## src/rtl/turbo_frame_ctrl.sv

```systemverilog
// Frame sequencer for the turbo encoder: buffers one K-bit frame from a byte stream,
// then steps both RSC encoders (natural and QPP-interleaved order) and terminates the trellis.
`timescale 1ns/1ps
module turbo_frame_ctrl #(
  parameter int K        = 64,
  parameter int F1       = 7,
  parameter int F2       = 16,
  parameter int TAIL_LEN = 3
) (
  input  logic                 clk,
  input  logic                 rst,
  input  logic [7:0]           in_data,
  input  logic                 in_valid,
  output logic                 in_ready,
  input  logic                 enc_ready,
  output logic                 enc_clear,
  output logic                 enc_step,
  output logic                 enc_term,
  output logic                 enc_u1,
  output logic                 enc_u2,
  output logic [$clog2(K)-1:0] bit_idx,
  output logic                 busy,
  output logic                 frame_done,
  output logic [2:0]           dbg_state
);

  localparam int LW = $clog2(K);
  localparam int BW = LW - 3;
  localparam int TW = (TAIL_LEN > 1) ? $clog2(TAIL_LEN) : 1;

  localparam logic [LW-1:0] G0        = LW'((F1 + F2) % K);
  localparam logic [LW-1:0] DG        = LW'((2 * F2) % K);
  localparam logic [LW-1:0] LAST_BIT  = LW'(K - 1);
  localparam logic [BW-1:0] LAST_BYTE = BW'(K / 8 - 1);
  localparam logic [TW-1:0] LAST_TAIL = TW'(TAIL_LEN - 1);

  typedef enum logic [2:0] {
    S_LOAD   = 3'd0,
    S_CLEAR  = 3'd1,
    S_ENCODE = 3'd2,
    S_TAIL   = 3'd3,
    S_DONE   = 3'd4
  } state_t;

  state_t          r_state;
  logic [K-1:0]    r_buf;
  logic [BW-1:0]   r_bcnt;
  logic [LW-1:0]   r_i;
  logic [LW-1:0]   r_pi;
  logic [LW-1:0]   r_g;
  logic [TW-1:0]   r_tcnt;

  logic w_encode;
  logic w_tail;

  assign w_encode = (r_state == S_ENCODE);
  assign w_tail   = (r_state == S_TAIL);

  // Handshakes: a byte transfers on a rising edge where in_valid && in_ready; an encoder
  // step happens on a rising edge where enc_step is high, and enc_step never rises without enc_ready.
  assign in_ready   = (r_state == S_LOAD);
  assign busy       = (r_state != S_LOAD);
  assign enc_clear  = (r_state == S_CLEAR);
  assign frame_done = (r_state == S_DONE);
  assign enc_term   = w_tail;
  assign enc_step   = (w_encode || w_tail) && enc_ready;
  assign enc_u1     = w_encode && r_buf[r_i];
  assign enc_u2     = w_encode && r_buf[r_pi];
  assign bit_idx    = r_i;
  assign dbg_state  = r_state;

  // pi(i) = F1*i + F2*i^2 is walked incrementally: its first difference g grows by 2*F2 per step.
  always_ff @(posedge clk or negedge rst) begin
    if (!rst) begin
      r_state <= S_LOAD;
      r_buf   <= '0;
      r_bcnt  <= '0;
      r_i     <= '0;
      r_pi    <= '0;
      r_g     <= '0;
      r_tcnt  <= '0;
    end else begin
      case (r_state)
        S_LOAD: begin
          if (in_valid) begin
            r_buf[{r_bcnt, 3'b000} +: 8] <= in_data;
            r_bcnt <= r_bcnt + 1'b1;
            if (r_bcnt == LAST_BYTE) r_state <= S_CLEAR;
          end
        end
        S_CLEAR: begin
          r_i     <= '0;
          r_pi    <= '0;
          r_g     <= G0;
          r_state <= S_ENCODE;
        end
        S_ENCODE: begin
          if (enc_ready) begin
            r_i  <= r_i + 1'b1;
            r_pi <= r_pi + r_g;
            r_g  <= r_g + DG;
            if (r_i == LAST_BIT) begin
              r_tcnt  <= '0;
              r_state <= S_TAIL;
            end
          end
        end
        S_TAIL: begin
          if (enc_ready) begin
            r_tcnt <= r_tcnt + 1'b1;
            if (r_tcnt == LAST_TAIL) r_state <= S_DONE;
          end
        end
        S_DONE: begin
          r_bcnt  <= '0;
          r_state <= S_LOAD;
        end
        default: r_state <= S_LOAD;
      endcase
    end
  end

endmodule

```

## config.mk

```make
export PLATFORM = sky130hd
export DESIGN_NAME = turbo_frame_ctrl
export DESIGN_NICKNAME = d
export VERILOG_FILES = /design/src/rtl/turbo_frame_ctrl.sv
export SDC_FILE = /design/constraint.sdc
export NUM_CORES = 1
export LEC_CHECK = 0
export ABC_CLOCK_PERIOD_IN_PS = 3100
export CORE_MARGIN = 1.5
export CORE_UTILIZATION = 55
export CTS_CLUSTER_DIAMETER = 120
export DETAILED_ROUTE_END_ITERATION = 6
export DONT_BUFFER_PORTS = 1
export HOLD_SLACK_MARGIN = 0.08
export PLACE_DENSITY = 0.68
export REMOVE_ABC_BUFFERS = 1
export SYNTH_ARGS = -nofsm -noshare
export SYNTH_HDL_FRONTEND = slang
export SYNTH_SLANG_ARGS = --single-unit
export TNS_END_PERCENT = 5
```

## constraint.sdc

```tcl
create_clock -name clk -period 3.1 [get_ports clk]
set_clock_uncertainty 0.15 [all_clocks]
set_input_delay 0.62 -clock clk [delete_from_list [all_inputs] [get_ports clk]]
set_output_delay 0.62 -clock clk [all_outputs]
set_load 0.02 [all_outputs]
```

; Yosys cells after proc, flatten, opt, wreduce, memory -nomap -nowiden
; Cells that the tools add are included.
[op_classes]
addsub = 6
n_shift = 2
n_eq_ne = 13
reduce_logical = 14
order_cmp = 2
n_mux = 24
[ops]
columns = op, count
row1 = $bwmux W64, 1
row2 = $shift A8 B8 Y64 const A, 1
row3 = $shiftx A8 B8 Y64, 1
row4 = $pmux W6 S2, 3
row5 = $mux W3, 7
row6 = $mux W6, 3
row7 = $lt A6 B7 Y1 const B, 2
row8 = $bmux W1 S6, 2
row9 = $pmux W3 S4, 1
row10 = $neg A6 Y8, 1
row11 = $add A6 B1 Y6 const B, 1
row12 = $add A6 B6 Y6, 1
row13 = $add A6 B6 Y6 const B, 1
row14 = $eq A3 B2 Y1 const B, 2
row15 = $eq A3 B3 Y1 const B, 2
row16 = $eq A6 B6 Y1 const B, 1
row17 = $mux W2, 3
row18 = $ne A2 B1 Y1 const B, 3
row19 = $ne A2 B2 Y1 const B, 3
row20 = $pmux W3 S2, 1
row21 = $reduce_and A2 Y1, 3
row22 = $reduce_and A6 Y1, 1
row23 = $reduce_bool A2 Y1, 3
row24 = $pmux W2 S2, 1
row25 = other kinds (10), 13
[totals]
reg_bits = 90
wordCells = 68

; Longest topological paths before layout
; Gate-level depths: netlist of the first run.
[depth]
word_depth = 4
mapped_depth = 10
ltp_nobuf = 7

; Worst setup path before layout of the first run
; No wires, ideal clock.
[synth_path]
path_kind = register to output
startpoint = register r_i[1] (netlist: bit_idx[1])
endpoint = output enc_u1
setup_slack_ps = 304
t_arrival_ps = 2026
n_path_buf = 2
path_stages_with_launch = 8
required_time_ps = 2330
cell_sequence = dfrtp_1 -> buf_2 -> buf_2 -> mux4_2 -> nand3_1 -> nand2_1 -> nor3_1 -> o41ai_1
[synth_between]
elab_chain_len = 3
[synth_lines]
columns = element, line
row1 = start: declaration, 48  ; logic [LW-1:0] r_i;
row2 = start signal: assignment, 99  ; r_i <= r_i + 1'b1;
row3 = $bmux W1 S6, 67  ; assign enc_u1 = w_encode && r_buf[r_i];
row4 = $mux W1 (implied by the code), 67
row5 = $logic_and A1 B1 Y1, 67
row6 = end: declaration, 19  ; output logic enc_u1,
; Every way passes these cells. The select of a mux whose other input is x is not followed.

; Final worst setup path of the first run
[layout_path]
startpoint = register r_i[0] (netlist: bit_idx[0])
endpoint = output enc_u1
; Same word-level chain as after synthesis.

==> results.json, run 1 <==
{
  "hpwl_um": 8490,
  "rsz0062_at_grt": "yes",
  "placed_area_um2": 5170,
  "grt-ovfl-total": 0,
  "ios": 29,
  "grt.total_usage_pct": 26.2,
  "crit_path_top_delay_cell": "mux4_2",
  "intPower_mw": 2.25,
  "powerDensity_nw_per_um2": 690,
  "cts_num_sinks": 86,
  "die-area_um2": 9820,
  "vias_per_cell": 6.22,
  "route.detailed.drc": 0,
  "clockBufferDepth": 2,
  "setup_violations": 0,
  "start_util_pct": 57.4,
  "drv_slew": 0,
  "post-route-min-period_ns": 3.01,
  "grt_pass1_vias": 3619,
  "hold_violations": 0,
  "leakagePower_nw": 2.36,
  "synth_warnings": 0,
  "numPortBuffers": 0,
  "cp-end-kind": "primary output",
  "status": "complete, no violations",
  "gp_congestion": 0.891,
  "finalCritPeriodShare_pct": 97.2,
  "first_pass_iters": 4,
  "critPathBufInv": 2,
  "synthesis.area_um2": 5080,
  "insertedDiodeCount": 0,
  "area_delta_synth_final_pct": 7.66,
  "p_sw_share_pct": 40.4,
  "grt_max_degree": 87,
  "num-nets-final": 507,
  "yosys.cell_types.count": 51,
  "vias": 3697,
  "worst_hold_slack_ns": 0.229,
  "numCtsBuffers": 9,
  "crit_type": "reg2out",
  "hold_path_class": "in2reg",
  "peakVddDrop_v": 0.000318,
  "syn_inst": 484,
  "comb_power_share_pct": 41.3,
  "fin_ws_ns": 0.0853,
  "synth_area_per_cell_um2": 10.5,
  "layout_common_cells": "dfrtp_1 (83), nand2_1 (64), o21ai_0 (46)",
  "cts_setup_buffers": 0,
  "p_seq_share_pct": 40.2,
  "path_cells": "clkbuf_16, mux4_2, a22o_1, nor3_1, o41ai_2, buf_4",
  "power.share.clock_pct": 18.4,
  "clkTransAtPathRegs_ns": 0.09,
  "core-area_um2": 8850,
  "cts_tree": "done",
  "critPathLaunchType": "flip-flop",
  "cp.required_ns": 2.33,
  "max_slew_margin_pct": 53.9,
  "grt_first_pass_wirelength_um": 19500,
  "p_sw_mw": 1.53,
  "synth_edf_count": 0,
  "wl_per_cell_um": 20.5,
  "critPathMaxStageDelay_ns": 0.51,
  "worst-slew-pin-transition_ns": 0.692,
  "timing.fmax_ghz": 0.332,
  "drive_above_1_share_pct": 22.2,
  "ys_seq_elements": 86,
  "detail-route-antenna-nets": 0,
  "final_common_cell": "dfrtp_1",
  "maxCapViolations": 0,
  "clk_latency_ns": 0.35,
  "fin_setup_tns_ns": 0,
  "cp_max_fo": 5,
  "fp.dieW_um": 99.1,
  "htreeDepth": 3,
  "seq_area_frac_synth_pct": 42.4,
  "place_ws_ns": 0.260,
  "stdcell_area_um2": 5470,
  "drt-total-wl_um": 12200,
  "root_buffer": "clkbuf_8",
  "die_y_um": 99.1,
  "async_flop_share_pct": 100,
  "cp.arrival_ns": 2.24,
  "total_power_mw": 3.77,
  "crit_family": "multiplexers",
  "antenna_found_initial": 0,
  "first_iter_violations": 265,
  "rows": 34,
  "synth_ff_type": "dfrtp_1"
}
cells in the mapped netlist, drive strengths merged, types with 3 or more instances:
master	number	area, um^2
a21o	3	22.5
xor2	4	35.0
mux2	17	191
nand2b	4	25.0
mux4	32	721
o21ai	57	300
nor2	15	56.3
dfrtp	86	2150
and2	6	37.5
ha	13	163
clkbuf	14	52.6
nand3b	3	22.5
nor3b	6	50.1
a22o	3	26.3
nor2b	5	31.3
inv	34	128
mux2i	9	90.1
xnor2	3	26.3
nor3	7	35.0
nand3	41	225
buf	25	170
a21oi	5	25.0
nand2	64	240
a211oi	3	22.5
cell type report:
cell class / count / area [um^2]
clock inverters: 3 / 20.0
inverters: 34 / 128
multi-input cells: 325 / 2620
clock buffers: 13 / 149
fillers: 703 / 3380
well taps: 108 / 135
repair buffers: 25 / 262
flip-flops and latches: 86 / 2160
worst reg2reg max path, stage by stage, from the launching register on:
cell and delay (ns):
dfrtp_1 0.58, inv_1 0.17, ha_1 0.25, ha_1 0.32, nor2b_1 0.30, nand3_1 0.46, nand2_1 0.20, o21ai_0 0.10
sequential cells by signal, summed over array words and instances (netlist names):
signal	count
dbg_state	3
r_tcnt	2
r_pi	6
bit_idx	6
r_g	2
r_bcnt	3
r_buf	64
power groups by stage:
stage,clock network (mW),logic (mW),registers [mW]
finish,0.696,1.56,1.52
detailed placement,0,1.43,1.52
global route,0.760,1.71,1.55
CTS,0.712,1.47,1.49
global placement,0,1.40,1.51
floorplan,0,0.864,1.62
per-layer routing:
| layer | vias to the layer above | GRT usage, % | share of wire (%) |
|---|---|---|---|
| met1 | 1823 | 37.6 | 45 |
| met3 | 24 | 5.20 | 6.3 |
| li1 | 1719 | - | - |
| met2 | 131 | 40.6 | 47 |
| met4 | 0 | 8.45 | 2.1 |
| met5 | - | 0 | 0 |
path summary, 6_finish.rpt:
path / startpoint / to / slack (ns) / cells after the start
setup reg to reg: r_bcnt[0] / r_buf[29] / 0.43 / 7
hold / removal: in_data[4] / r_buf[44] / 0.23 / 2
min in group asynchronous: rst / r_pi[5] / 0.68 / 2
hold reg to reg: r_buf[30] / r_buf[30] / 0.36 / 2
setup / recovery: bit_idx[0] / enc_u1 / 0.09 / 6
max in group asynchronous: rst / r_pi[1] / 1.72 / 2
through the flow:
| step | cells | utilization, % |
|---|---|---|
| 2_1_floorplan | 445 | - |
| 3_3_place_gp | 574 | 58.4 |
| 3_5_place_dp | 574 | 58.4 |
| 4_1_cts | 592 | 60.7 |
| 5_1_grt | 594 | 61.8 |
| 6_report | 594 | 61.8 |
what timing repair did:
item	in CTS	in global routing
gates cloned	0	2
pin swaps	0	2
hold endpoints to repair	86	0
setup endpoints to repair	1	2
hold buffers	2	0
gates resized for setup	1	12
logic make-up after synthesis:
kind of cell | count (synthesis) | share of synthesized area, %
simple gates | 162 | 16.3
compound gates | 84 | 9.90
xor+xnor | 7 | 1.21
mux | 58 | 19.7
flops | 86 | 42.4
buf+inv | 73 | 6.90
fa+ha+maj | 14 | 3.60
Power figures use the tool's default switching activity.
==> inputs of run 2 (changes only) <==
--- a/config.mk
+++ b/config.mk
@@ -6,7 +6,7 @@
 export NUM_CORES = 1
 export LEC_CHECK = 0
 export ABC_CLOCK_PERIOD_IN_PS = 3100
-export CORE_MARGIN = 1.5
+export CORE_MARGIN = 4
 export CORE_UTILIZATION = 55
 export CTS_CLUSTER_DIAMETER = 120
 export DETAILED_ROUTE_END_ITERATION = 6
@@ -17,4 +17,4 @@
 export SYNTH_ARGS = -nofsm -noshare
 export SYNTH_HDL_FRONTEND = slang
 export SYNTH_SLANG_ARGS = --single-unit
-export TNS_END_PERCENT = 5
+export TNS_END_PERCENT = 100
==> run 2 against run 1 <==
Against the previous run:
- clock power is 2% lower
- largest cell class unchanged
- wire length is 1.2% higher
- critical path type unchanged
- flip-flop and latch count stayed put
- sequential share of layout area hardly changed
- worst setup slack worse by 0.033 ns
- die area is 10% higher
- sequential power hardly changed
- global-route usage is 2.3 points lower
- largest power group unchanged
==> results.json, run 2 (synthesis results as in run 1) <==
{
  "rsz0062_at_grt": "yes",
  "grt_max_degree": 87,
  "worst_hold_slack_ns": 0.225,
  "route.detailed.drc": 0,
  "wl_met1_um": 5370,
  "total_power_mw": 3.77,
  "setup_violations": 0,
  "first_pass_iters": 4,
  "core-area_um2": 8850,
  "grt-ovfl-total": 0,
  "numPortBuffers": 0,
  "rows": 34,
  "die-area_um2": 10800,
  "drv_slew": 0,
  "final_common_cell": "dfrtp_1",
  "area_delta_synth_final_pct": 7.68,
  "clockBufferDepth": 2,
  "min_from": "in_data[4]",
  "first_iter_violations": 259,
  "drt-total-wl_um": 12300,
  "peakVddDrop_v": 0.000313,
  "fin_cells": 596,
  "nFillCells": 703,
  "cp.arrival_ns": 2.28,
  "multiInputGateArea_um2": 2600,
  "critPathMaxStageDelay_ns": 0.50,
  "insertedDiodeCount": 0,
  "antenna_found_initial": 0,
  "leakagePower_nw": 2.37,
  "hpwl_um": 8520,
  "start_util_pct": 57.4,
  "grt.total_usage_pct": 23.9,
  "placed_cells": 576,
  "num-nets-final": 510,
  "vias_per_cell": 6.22,
  "finalCritPeriodShare_pct": 98.3,
  "hold_path_class": "in2reg",
  "fp.dieW_um": 104,
  "crit_path_top_delay_cell": "mux4_2",
  "cp.required_ns": 2.33,
  "crit_type": "reg2out",
  "ios": 29,
  "grt_first_pass_wirelength_um": 20400,
  "regMostFlops": "r_buf",
  "clkTransAtPathRegs_ns": 0.09,
  "die_y_um": 104,
  "cp_max_fo": 10,
  "place_ws_ns": 0.300,
  "status": "complete, no violations",
  "vias": 3708,
  "critPathLaunch": "bit_idx[0]",
  "path_cells": "clkbuf_16, mux4_2, nand3_1, nand2_1, a211oi_2, o41ai_1, buf_4",
  "clk_latency_ns": 0.36,
  "worst-slew-pin-transition_ns": 0.693,
  "powerDensity_nw_per_um2": 690,
  "gp_congestion": 0.858,
  "post-route-min-period_ns": 3.05,
  "wl_met2_um": 5830,
  "timing.fmax_ghz": 0.328,
  "hold_violations": 0,
  "layout_common_cells": "dfrtp_1 (84), nand2_1 (64), o21ai_0 (46)",
  "maxCapViolations": 0,
  "r2r-start": "r_bcnt[0]",
  "max_slew_margin_pct": 53.8,
  "critPathLaunchType": "flip-flop",
  "cp-end-kind": "primary output",
  "seqCellArea_um2": 2160,
  "wl_per_cell_um": 20.6,
  "fin_ws_ns": 0.0527,
  "largest_reg_flops": 64,
  "topRoutingLayerUsed": "met4",
  "drive_above_1_share_pct": 21.9,
  "cts_num_sinks": 86,
  "wl_met3_um": 888,
  "cts_tree": "done",
  "root_buffer": "clkbuf_8",
  "numCtsBuffers": 9,
  "htreeDepth": 3,
  "grt_pass1_vias": 3679,
  "detail-route-antenna-nets": 0
}
run 2: final cells by class:
type / count / area share, %
timing repair buffer: 28 / 5.42
inverter: 34 / 2.33
multi-input combinational: 325 / 47.5
clock buffer: 11 / 2.40
tap: 108 / 2.47
clock inverter: 4 / 0.457
sequential: 86 / 39.4
run 2: through the flow:
stage,instance area (um^2),setup TNS (ns),util (%)
3_3_place_gp,5190,0,58.7
3_5_place_dp,5190,0,58.7
5_1_grt,5470,-0.0463,61.8
4_1_cts,5400,0,61.0
6_report,5470,0,61.8
2_1_floorplan,4860,-0.0870,-
run 2: critical path, delay by kind of cell, from the launching register on:
kind | cells | cell delay [ns]
mux | 1 | 0.50
buf+inv | 2 | 0.38
flops | 1 | 0.46
compound gates | 2 | 0.42
simple gates | 2 | 0.17
run 2: worst paths after layout:
path,to,slack [ns],cells past startpoint
setup / recovery,enc_u1,0.05,7
hold / removal,r_buf[44],0.23,2
setup reg to reg,r_buf[43],0.40,7
hold reg to reg,r_buf[17],0.36,2
max in group asynchronous,r_pi[1],1.69,2
min in group asynchronous,bit_idx[3],0.68,2
run 2: what timing repair did:
item,in CTS,in global routing
gates cloned,0,2
pin swaps,0,2
hold buffers,2,0
endpoints found under the setup margin,2,2
resized for setup,2,9
hold endpoints to repair,86,0
setup buffers,0,1
run 2: report_power, final:
part	internal [mW]	switching, mW
clock	0.285	0.399
sequential	1.26	0.254
combinational	0.687	0.886
run 2: layer usage:
layer / vias to the layer above / GRT usage, %
met4: 0 / 8.74
met2: 132 / 35.4
met3: 25 / 5.77
met1: 1841 / 34.3
met5: - / 0
li1: 1710 / -
